$ cat src/rtl/mem_cycle_gen.sv
// mem_cycle_gen
// Memory-cycle sequencer. Each accepted request runs a complete read or write
// of one DATA_WIDTH word over a BUS_WIDTH multiplexed data bus. The word is
// transferred one byte lane per sub-cycle, starting with the least-significant
// lane. Each lane has the form ADDR -> STROBE (wait states, ready extension and
// timeout) -> HOLD. The cycle ends with a one-clock DONE.
//
// Bit numbering: the word is TI-numbered, so TI bit 0 is the MSB. The vectors
// are declared descending, so TI bit i is vector bit DATA_WIDTH-1-i. Lane L
// covers TI bits [L*BUS_WIDTH : L*BUS_WIDTH+BUS_WIDTH-1]. That is vector bits
// [(LANES-1-L)*BUS_WIDTH +: BUS_WIDTH], so lane LANES-1 is the least-significant
// byte.
//
// Ports:
//   clk        system clock; all logic on the rising edge
//   reset_n    synchronous active-low reset
//   request    start a cycle (sampled only when idle)
//   rnw        1 = read, 0 = write (latched at acceptance)
//   data_word  write data (latched at acceptance)
//   ready      external ready; low stretches the strobe
//   bus_in     read data from the bus
//   bus_out    write data to the bus
//   bus_oe     drive enable for bus_out
//   memen_n    memory enable, active low
//   we_n       write strobe, active low
//   dbin       read direction/strobe, active high
//   byte_sel   current lane index
//   rdata      assembled read word
//   busy       high from acceptance through DONE
//   done       one-clock completion pulse
//   error      strobe timeout flag, valid with done
module mem_cycle_gen #(
    parameter int DATA_WIDTH  = 16,
    parameter int BUS_WIDTH   = 8,
    parameter int WAIT_STATES = 0,
    parameter int TIMEOUT     = 64,
    localparam int LANES      = DATA_WIDTH / BUS_WIDTH,
    localparam int SELW       = (LANES > 1) ? $clog2(LANES) : 1
) (
    input  logic                  clk,
    input  logic                  reset_n,
    input  logic                  request,
    input  logic                  rnw,
    input  logic [DATA_WIDTH-1:0] data_word,
    input  logic                  ready,
    input  logic [BUS_WIDTH-1:0]  bus_in,
    output logic [BUS_WIDTH-1:0]  bus_out,
    output logic                  bus_oe,
    output logic                  memen_n,
    output logic                  we_n,
    output logic                  dbin,
    output logic [SELW-1:0]       byte_sel,
    output logic [DATA_WIDTH-1:0] rdata,
    output logic                  busy,
    output logic                  done,
    output logic                  error
);

    localparam int IDXW = (DATA_WIDTH > 1) ? $clog2(DATA_WIDTH) : 1;
    localparam int CNTW = (TIMEOUT > 2) ? $clog2(TIMEOUT) : 1;
    localparam logic [CNTW-1:0] TO_LAST = CNTW'(TIMEOUT - 1);
    localparam logic [CNTW:0]   WS_MIN  = (CNTW + 1)'(WAIT_STATES);

    localparam logic [2:0] S_IDLE   = 3'd0;
    localparam logic [2:0] S_ADDR   = 3'd1;
    localparam logic [2:0] S_STROBE = 3'd2;
    localparam logic [2:0] S_HOLD   = 3'd3;
    localparam logic [2:0] S_DONE   = 3'd4;

    logic [2:0]            state_q, state_d;
    logic [SELW-1:0]       lane_q, lane_d;
    logic [CNTW-1:0]       cnt_q, cnt_d;
    logic                  rnw_q, rnw_d;
    logic [DATA_WIDTH-1:0] word_q, word_d;
    logic [DATA_WIDTH-1:0] rdata_q, rdata_d;
    logic                  error_q, error_d;
    logic [BUS_WIDTH-1:0]  bus_out_q, bus_out_d;
    logic [SELW-1:0]       byte_sel_q, byte_sel_d;
    logic                  bus_oe_q, bus_oe_d;
    logic                  memen_n_q, memen_n_d;
    logic                  we_n_q, we_n_d;
    logic                  dbin_q, dbin_d;
    logic                  busy_q, busy_d;
    logic                  done_q, done_d;
    logic                  ws_met;
    logic                  in_cycle_d;

    // Position of a lane's least-significant vector bit.
    function automatic logic [IDXW-1:0] lane_base(input logic [SELW-1:0] l);
        logic [SELW-1:0] rev;
        rev = SELW'(LANES - 1) - l;
        return IDXW'(rev) * IDXW'(BUS_WIDTH);
    endfunction

    // The counter starts at 0 on the first strobe clock. It therefore meets
    // the minimum strobe length once count+1 exceeds WAIT_STATES. The
    // comparison is written with +1 so it stays meaningful when
    // WAIT_STATES is 0.
    assign ws_met = (({1'b0, cnt_q} + 1'b1) > WS_MIN);

    always_comb begin
        state_d = state_q;
        lane_d  = lane_q;
        cnt_d   = cnt_q;
        rnw_d   = rnw_q;
        word_d  = word_q;
        rdata_d = rdata_q;
        error_d = error_q;

        case (state_q)
            S_IDLE: begin
                if (request) begin
                    rnw_d   = rnw;
                    word_d  = data_word;
                    lane_d  = SELW'(LANES - 1);
                    error_d = 1'b0;
                    state_d = S_ADDR;
                end
            end
            S_ADDR: begin
                cnt_d   = '0;
                state_d = S_STROBE;
            end
            S_STROBE: begin
                if (ws_met && ready) begin
                    if (rnw_q) begin
                        rdata_d[lane_base(lane_q) +: BUS_WIDTH] = bus_in;
                    end
                    state_d = S_HOLD;
                end else if (cnt_q == TO_LAST) begin
                    // Abort: remaining lanes of rdata stay as they were.
                    error_d = 1'b1;
                    state_d = S_DONE;
                end else begin
                    cnt_d = cnt_q + 1'b1;
                end
            end
            S_HOLD: begin
                if (lane_q != '0) begin
                    lane_d  = lane_q - 1'b1;
                    state_d = S_ADDR;
                end else begin
                    state_d = S_DONE;
                end
            end
            S_DONE: begin
                state_d = S_IDLE;
            end
            default: begin
                state_d = S_IDLE;
            end
        endcase

        // Outputs are decoded from next-state values so that they register
        // together with the state they belong to.
        in_cycle_d = (state_d == S_ADDR) || (state_d == S_STROBE) || (state_d == S_HOLD);
        memen_n_d  = !in_cycle_d;
        we_n_d     = !((state_d == S_STROBE) && !rnw_d);
        dbin_d     = in_cycle_d && rnw_d;
        bus_oe_d   = in_cycle_d && !rnw_d;
        busy_d     = (state_d != S_IDLE);
        done_d     = (state_d == S_DONE);

        bus_out_d  = bus_out_q;
        byte_sel_d = byte_sel_q;
        if (state_d == S_ADDR) begin
            byte_sel_d = lane_d;
            if (!rnw_d) begin
                bus_out_d = word_d[lane_base(lane_d) +: BUS_WIDTH];
            end
        end
    end

    always_ff @(posedge clk) begin
        if (!reset_n) begin
            state_q    <= S_IDLE;
            lane_q     <= '0;
            cnt_q      <= '0;
            rnw_q      <= 1'b0;
            word_q     <= '0;
            rdata_q    <= '0;
            error_q    <= 1'b0;
            bus_out_q  <= '0;
            byte_sel_q <= '0;
            bus_oe_q   <= 1'b0;
            memen_n_q  <= 1'b1;
            we_n_q     <= 1'b1;
            dbin_q     <= 1'b0;
            busy_q     <= 1'b0;
            done_q     <= 1'b0;
        end else begin
            state_q    <= state_d;
            lane_q     <= lane_d;
            cnt_q      <= cnt_d;
            rnw_q      <= rnw_d;
            word_q     <= word_d;
            rdata_q    <= rdata_d;
            error_q    <= error_d;
            bus_out_q  <= bus_out_d;
            byte_sel_q <= byte_sel_d;
            bus_oe_q   <= bus_oe_d;
            memen_n_q  <= memen_n_d;
            we_n_q     <= we_n_d;
            dbin_q     <= dbin_d;
            busy_q     <= busy_d;
            done_q     <= done_d;
        end
    end

    assign bus_out  = bus_out_q;
    assign bus_oe   = bus_oe_q;
    assign memen_n  = memen_n_q;
    assign we_n     = we_n_q;
    assign dbin     = dbin_q;
    assign byte_sel = byte_sel_q;
    assign rdata    = rdata_q;
    assign busy     = busy_q;
    assign done     = done_q;
    assign error    = error_q;

endmodule

$ cat config.mk
export PLATFORM = sky130hd
export DESIGN_NAME = mem_cycle_gen
export DESIGN_NICKNAME = d
export VERILOG_FILES = /design/src/rtl/mem_cycle_gen.sv
export SDC_FILE = /design/constraint.sdc
export NUM_CORES = 1
export LEC_CHECK = 0
export ABC_AREA = 1
export BUFFER_PORTS_ARGS = -buffer_cell sky130_fd_sc_hd__buf_2
export CAP_MARGIN = 10
export CELL_PAD_IN_SITES_DETAIL_PLACEMENT = 1
export CELL_PAD_IN_SITES_GLOBAL_PLACEMENT = 2
export CORE_MARGIN = 10
export CORE_UTILIZATION = 31
export DETAILED_ROUTE_END_ITERATION = 16
export GPL_TIMING_DRIVEN = 0
export PLACE_DENSITY = 0.92
export SLEW_MARGIN = 20
export SYNTH_ARGS = -nofsm -noshare
export SYNTH_HDL_FRONTEND = slang
export SYNTH_SLANG_ARGS = --single-unit
$ cat constraint.sdc
create_clock -name clk -period 2.8 [get_ports clk]
set_input_delay 0.56 -clock clk [delete_from_list [all_inputs] [get_ports clk]]
set_output_delay 0.56 -clock clk [all_outputs]
set_load 0.005 [all_outputs]
Word level (Yosys, flattened, before mapping)

Index checks and enable logic that the tools add are counted.

Add/sub/neg operators: 6
Multipliers: 0
Divide/modulo/power cells: 0
Order comparisons: 1
Equality and inequality tests: 12
Shift-type cells: 3
Multiplexer cells: 20
Bitwise operators: 1
Reductions and logical operators: 17

Operator list:

| kind                     | number |
|---|---|
| $mux W16                 | 2 |
| $bwmux W16               | 1 |
| $shift A8 B6 Y16 const A | 1 |
| $shiftx A16 B5 Y8        | 1 |
| $shiftx A8 B6 Y16        | 1 |
| $eq A3 B2 Y1 const B     | 4 |
| $mux W3                  | 4 |
| $mux W6                  | 2 |
| $pmux W3 S4              | 1 |
| $pmux W6 S2              | 1 |
| $ne A2 B2 Y1 const B     | 4 |
| $add A6 B1 Y7 const B    | 1 |
| $gt A7 B1 Y1 const B     | 1 |
| $mux W1                  | 7 |
| $add A6 B1 Y6 const B    | 1 |
| $eq A3 B1 Y1 const B     | 2 |
| $eq A6 B6 Y1 const B     | 1 |
| $neg A4 Y6               | 1 |
| $reduce_and A3 Y1        | 2 |
| $logic_and A1 B1 Y1      | 4 |
| $pmux W1 S2              | 2 |
| $reduce_and A4 Y1        | 1 |
| $reduce_bool A2 Y1       | 2 |
| $eq A3 B3 Y1 const B     | 1 |
| other kinds (8)          | 12 |

Bits in registers: 59
Latch bits: 0
Bits in writable memories: 0
Bits in read-only memories: 0
Bits of input ports: 29
Output and inout bits: 32
Word-level logic and storage cells: 75
Memories: 0

Depth between registers and ports, before layout

Gate-level depths: netlist of run 1.

Word-level depth: 9
Depth in mapped cells: 12
Depth with buffers taken out: 11

Worst setup path before layout of run 1

OpenSTA, ideal clock, no wires.

Kind: reg-to-reg
From: register cnt_q[0]
To: register cnt_q[5]
Library setup time: 115 ps
Arrival: 1431 ps
Required time: 2685 ps
Slack: 1254 ps
Cell stages (with the launch flop): 12
Path buffers: 1
Clock period less this slack: 1546 ps
Path through: dfxtp_1 -> ha_1 -> nand2_1 -> clkinv_1 -> o21ai_0 -> nor2_2 -> nand3_4 -> nand3_4 -> buf_6 -> nand3_1 -> nand2_1 -> nor2_1

Longest elaborated chain between the ends: 5
Elaborated cells between the ends (all ways): 11
Those cells by class: add/sub: 2; order compare: 1; eq/ne: 3; mux: 3; reduce/logical: 2

RTL lines:

| what                               | line | text |
|---|---|---|
| start: declaration                 | 72   | `logic [CNTW-1:0] cnt_q, cnt_d;` |
| start signal: assignment           | 194  | `cnt_q <= cnt_d;` |
| $add A6 B1 Y7                      | 99   | `assign ws_met = (({1'b0, cnt_q} + 1'b1) > WS_MIN);` |
| $gt A7 B1 Y1                       | 99   |  |
| $logic_and A1 B1 Y1                | 125  | `if (ws_met && ready) begin` |
| $ne A2 B2 Y1 (no source line)      | n/a  |  |
| $reduce_and A3 Y1 (no source line) | n/a  |  |

Parallel ways exist; a longest one is shown, timed or not. The select of a mux whose other input is x is not followed.
A chain may end at the register's enable or synchronous reset.

Final worst setup path of run 1

From: register cnt_q[1]
To: register cnt_q[3]

The elaborated chain is that of the path after synthesis.

==> results.cfg, run 1 <==
[clocking]
cts_sinks = 59
cts_max_level = 3
cts_setup_buffers = 0
cts_resized = 0
cts_buffers = 9
root_buffer = clkbuf_8
cts_tree = done
clkSlewWorstSetupHoldPaths_ns = 0.07
hold_buffers = 0
clkLatencyLatePin_ns = 0.34
clockBufferDepth = 2

[yosys]
yosysWarnings = 0
synth_cell_types = 27
synth_area_um2 = 2540
syn_inst = 355
avgSynthCellArea_um2 = 7.16
ys_seq_area_share_pct = 46.5
synth-seq-cells = 59
synth_nets = 385

[timing]
finalHoldViolCount = 0
fin_setup_tns_ns = 0
timing.final.crit_period_ns = 1.85
period_share_pct = 65.9
rsz0062_at_grt = no
clock_skew_ns = 0.00879
relSlewSlack_pct = 65.0
drv_slew = 0
max_freq_ghz = 0.542
max_slew.worst_pin.slew_ns = 0.525
fin_ws_ns = 0.954
setup_viol = 0

[grt]
grt_usage_pct = 12.1
antenna_found_initial = 0
grt-ovfl-total = 0
grt_max_degree = 11
first_global_vias = 2585
grt_pass1_wl_um = 12400

[worst_setup_path]
path_delay_family = compound AO/OA/AOI/OAI gates
path_cells = ha_1 > nand2_1 > clkinv_1 > nand3_1 > a21oi_1 > inv_1 > buf_4 > a21oi_1 > nor2_1
crit_path_end_kind = flip-flop
critPathLaunchType = flip-flop
cp.required_ns = 3.03
r2r_slack_ns = 0.95
cp_num_buf_inv = 3
cp_max_fo = 10
worstPathArrival_ns = 2.07
cpMostUsedCell = a21oi_1
path_class = reg2reg
critical-path-max-stage-delay_ns = 0.39
crit_slowest_cell = dfxtp_1

[power]
p_seq_share_pct = 42.4
clockPowerShare_pct = 39.6
p_switching_mw = 0.644
vdd_drop_max_v = 0.000371
cell_internal_pwr_mw = 1.65
sw_frac_of_total_pct = 28.0
cellPowerDensity_nw_per_um2 = 718
p_leak_nw = 1.61
power_frac_comb_pct = 18.0

[job]
max_cap_viol_count = 0

[final_layout]
mostFrequentLayoutCell = nand2_1
area_growth_pct = 26.0
n_antenna_cell = 0
drive_gt1_share_pct = 23.3
final_util_pct = 40.8
mostFrequentLayoutCells = nand2_1 (94), buf_2 (65), nor2_1 (60), dfxtp_1 (59), inv_1 (39)
nets = 455

[routing]
ant_nets = 0
drt_iter0_markers = 65
drc = 0
vias_per_cell = 4.60
routed_wl_um = 7360
vias = 2449
routedWlPerCell_um = 13.8
dr.pass1.iters = 4

[placed_design]
place_hpwl_um = 5600
gp_congestion = 0.768
io_buffers = 59
place_ws_ns = 0.967

[worst_hold_path]
hold_class = reg2reg

[floorplanning]
fp.dieW_um = 111
dieArea_um2 = 12200
ios = 61
chipHeight_um = 111
core-area_um2 = 7850
rows = 32
initial_core_util_pct = 32.4

[outcome]
outcome = complete, no violations
## through the flow
stage	hold slack [ns]	cell area (um^2)	std cells	power, mW
2_1_floorplan	0.434	2540	355	1.26
3_3_place_gp	0.437	2970	516	1.40
3_5_place_dp	0.444	2970	516	1.41
4_1_cts	0.449	3200	532	2.34
5_1_grt	0.472	3200	532	2.43
6_report	0.446	3200	532	2.30
## final timing paths
path | to | from | cells past startpoint
worst min-delay path | error | error | 2
worst max register to register | cnt_q[3] | cnt_q[1] | 9
worst min register to register | error | error | 2
worst max-delay path | cnt_q[3] | cnt_q[1] | 9
## synthesized netlist by cell type
| cell | n | area, um^2 |
|---|---|---|
| a211oi_1 | 4 | 30.0 |
| a21oi_1 | 27 | 135 |
| buf_2 | 6 | 30.0 |
| buf_4 | 2 | 15.0 |
| buf_6 | 3 | 33.8 |
| clkbuf_1 | 4 | 15.0 |
| clkinv_1 | 1 | 3.75 |
| dfxtp_1 | 59 | 1180 |
| ha_1 | 1 | 12.5 |
| inv_1 | 39 | 146 |
| inv_2 | 1 | 3.75 |
| nand2_1 | 94 | 353 |
| nand2_2 | 6 | 37.5 |
| nand3_1 | 17 | 85.1 |
| nand3_2 | 1 | 10.0 |
| nand3_4 | 2 | 35.0 |
| nand4_1 | 2 | 12.5 |
| nand4_4 | 2 | 42.5 |
| nor2_1 | 60 | 225 |
| nor2_2 | 1 | 6.26 |
| nor3_1 | 1 | 5.00 |
| o211ai_1 | 1 | 7.51 |
| o21ai_0 | 16 | 80.1 |
| o21ai_1 | 2 | 10.0 |
| o21bai_2 | 1 | 11.3 |
| or2_2 | 1 | 6.26 |
| xor2_1 | 1 | 8.76 |
## kinds of logic after synthesis
kind of cell               count (synthesis)  share of synthesized area [%]
buffers and inverters                     56                           9.74
AOI/OAI and AO/OA                         51                           10.8
xor gates and xnor gates                   1                          0.345
and+or+nand+nor                          187                           32.2
DFF                                       59                           46.5
adders and majority gates                  1                          0.492
## sequential cells by signal, indices dropped and copies added, names as in the netlist, 3 cells and up
name and flops:
word_q 16, state_q 3, bus_out 8, rdata 16
cnt_q 6
## power by group through the flow
stage | logic [mW] | clock network [mW] | registers, mW
2_1_floorplan | 0.274 | 0 | 0.986
3_3_place_gp | 0.407 | 0 | 0.990
3_5_place_dp | 0.418 | 0 | 0.994
4_1_cts | 0.422 | 0.938 | 0.976
5_1_grt | 0.476 | 0.972 | 0.987
6_report | 0.413 | 0.910 | 0.975
## layer usage
metal  global-route usage, %  routed length (um)  part of all wire (%)  vias up
met5                       0                   0                     0        -
met4                    4.15                  97                   1.3        0
met3                    4.16                 406                   5.5       10
met2                    20.9                3590                    49       51
met1                    13.3                3270                    44     1139
li1                        -                   -                     -     1249
## final cells by class
type,count,area [um^2]
Clock buffer,13,169
Inverter,41,154
Fill cell,1036,4640
Sequential cell,59,1180
Multi-Input combinational cell,240,1110
Timing Repair Buffer,59,295
Tap cell,102,128
Buffer,15,93.8
Clock inverter,3,68.8
## tightest hold or removal path, stage by stage (launching register included)
cell	delay, ns
dfxtp_1	0.31
inv_1	0.05
a21oi_1	0.05
Power figures use the tool's default switching activity.
==> run 2: changes to the inputs <==
CORE_UTILIZATION = 29   (was 31)
PLACE_DENSITY = 0.88   (was 0.92)
clock period = 1.8 ns   (was 2.8 ns; I/O delays follow)
==> run 2 against run 1 <==
Core utilization fell by 3.2 points. Clock skew grew 0.00080 ns. Sequential share of layout area shrank 0.34 points. Routed wire length rose by 0.69%. Global-route usage is essentially flat. Clock power is 54% higher. Combinational power up 62%. First-iteration DRC count rose by 1.5%. Non-clock buffer count up 2. Hold slack lost 0.17 ns. Register-to-register slack got worse by 0.81 ns. Critical endpoint is now cnt_q[5]. Largest cell class unchanged.
==> results.cfg, run 2 (same netlist as run 1, synthesis figures left out) <==
[outcome]
outcome = complete, no violations

[floorplanning]
rows = 34
dieArea_um2 = 12900
chipHeight_um = 114
ios = 61
fp.dieW_um = 114
core-area_um2 = 8640
initial_core_util_pct = 29.4

[final_layout]
drive_gt1_share_pct = 25.0
ff_latch_area_um2 = 1190
stdcell_area_um2 = 3250
nFillCells = 1097
final_util_pct = 37.6
mostFrequentLayoutCells = nand2_1 (93), buf_2 (63), nor2_1 (59), dfxtp_1 (57), inv_1 (39)
n_antenna_cell = 0
mostFrequentLayoutCell = nand2_1
area_growth_pct = 27.7
stdcell_count = 540
nets = 457
multi_input_area_um2 = 1130

[clocking]
clkSlewWorstSetupHoldPaths_ns = 0.07
cts_buffers = 9
cts_sinks = 59
cts_tree = done
hold_buffers = 0
cts_max_level = 3
root_buffer = clkbuf_8
clkLatencyLatePin_ns = 0.34
clockBufferDepth = 2

[timing]
finalHoldViolCount = 0
timing.hold.ws_ns = 0.276
max_freq_ghz = 0.604
max_slew.worst_pin.slew_ns = 0.527
period_share_pct = 92.0
drv_slew = 0
setup_viol = 0
timing.final.crit_period_ns = 1.66
fin_setup_tns_ns = 0
relSlewSlack_pct = 64.9
clock_skew_ns = 0.00958
fin_ws_ns = 0.145

[job]
max_cap_viol_count = 0

[worst_hold_path]
hold_class = in2reg
min_from = bus_in[7]

[grt]
antenna_found_initial = 0
grt_max_degree = 11
grt_pass1_wl_um = 12700
first_global_vias = 2664
grt-ovfl-total = 0
grt_usage_pct = 12.0

[placed_design]
place_hpwl_um = 5670
place_inst = 522
io_buffers = 59
gp_congestion = 0.734
place_area_um2 = 2970
place_ws_ns = -0.0666

[power]
power.total_mw = 3.59
vdd_drop_max_v = 0.000351
p_leak_nw = 1.62
cellPowerDensity_nw_per_um2 = 1110

[routing]
routedWlPerCell_um = 13.7
drt_iter0_markers = 66
dr.pass1.iters = 4
routed_wl_um = 7410
ant_nets = 0
vias = 2429
drc = 0
vias_per_cell = 4.50

[worst_setup_path]
startpoint = cnt_q[1]
critical-path-max-stage-delay_ns = 0.39
path_class = reg2reg
cp_max_fo = 10
path_cells = ha_4 > nand2_1 > clkinv_1 > o21ai_0 > nor2_2 > nand3_4 > nand3_4 > buf_6 > nand3_1 > nand2_1 > nor2_1
crit_slowest_cell = dfxtp_2
critPathLaunchType = flip-flop
worstPathArrival_ns = 1.88
crit_path_end_kind = flip-flop
cp.required_ns = 2.03
r2r-start = cnt_q[1]
run 2: cell types whose count changed in the layout (fill, tap and decap cells not counted), moves of 2 or more:
cell / change
buf_4: +2
buf_2: -2
dfxtp_1: -2
clkbuf_4: +2
run 2: area by class of cell:
class	instances	area share, %
Tap cell	108	4.16
Clock inverter	4	2.24
Inverter	41	4.74
Buffer	15	3.04
Multi-Input combinational cell	240	35.0
Clock buffer	12	4.78
Timing Repair Buffer	61	9.56
Sequential cell	59	36.5
run 2: where the power goes:
part	switching, mW	internal (mW)
Combinational	0.405	0.263
Clock	0.542	0.854
Sequential	0.0880	1.44
run 2: path summary, 6_finish.rpt:
check	to	cells after the start	slack, ns
setup / recovery	cnt_q[5]	11	0.14
hold / removal	rdata[7]	3	0.28
setup reg to reg	cnt_q[5]	11	0.14
hold reg to reg	error	2	0.44
run 2: repair_timing:
item,4_1_cts,5_1_grt
pin swaps,0,3
resized for setup,4,7
endpoints found under the setup margin,7,23
setup buffers,0,2
run 2: per-layer routing:
metal  global-route usage (%)  up-vias  share of wire [%]
li1                         -     1251                  -
met1                     14.3     1129                 46
met2                     19.2       44                 47
met3                     5.46        5                6.6
met4                     3.30        0               0.74
met5                        0        -                  0
run 2: worst max-delay path: cells and delay by family, from the launching register on:
kind                     cells  cell delay, ns
AO/OA/AOI/OAI                1            0.10
adder cells (fa/ha/maj)      1            0.16
buffers and inverters        2            0.24
flip-flops                   1            0.39
AND/OR/NAND/NOR              7            0.65
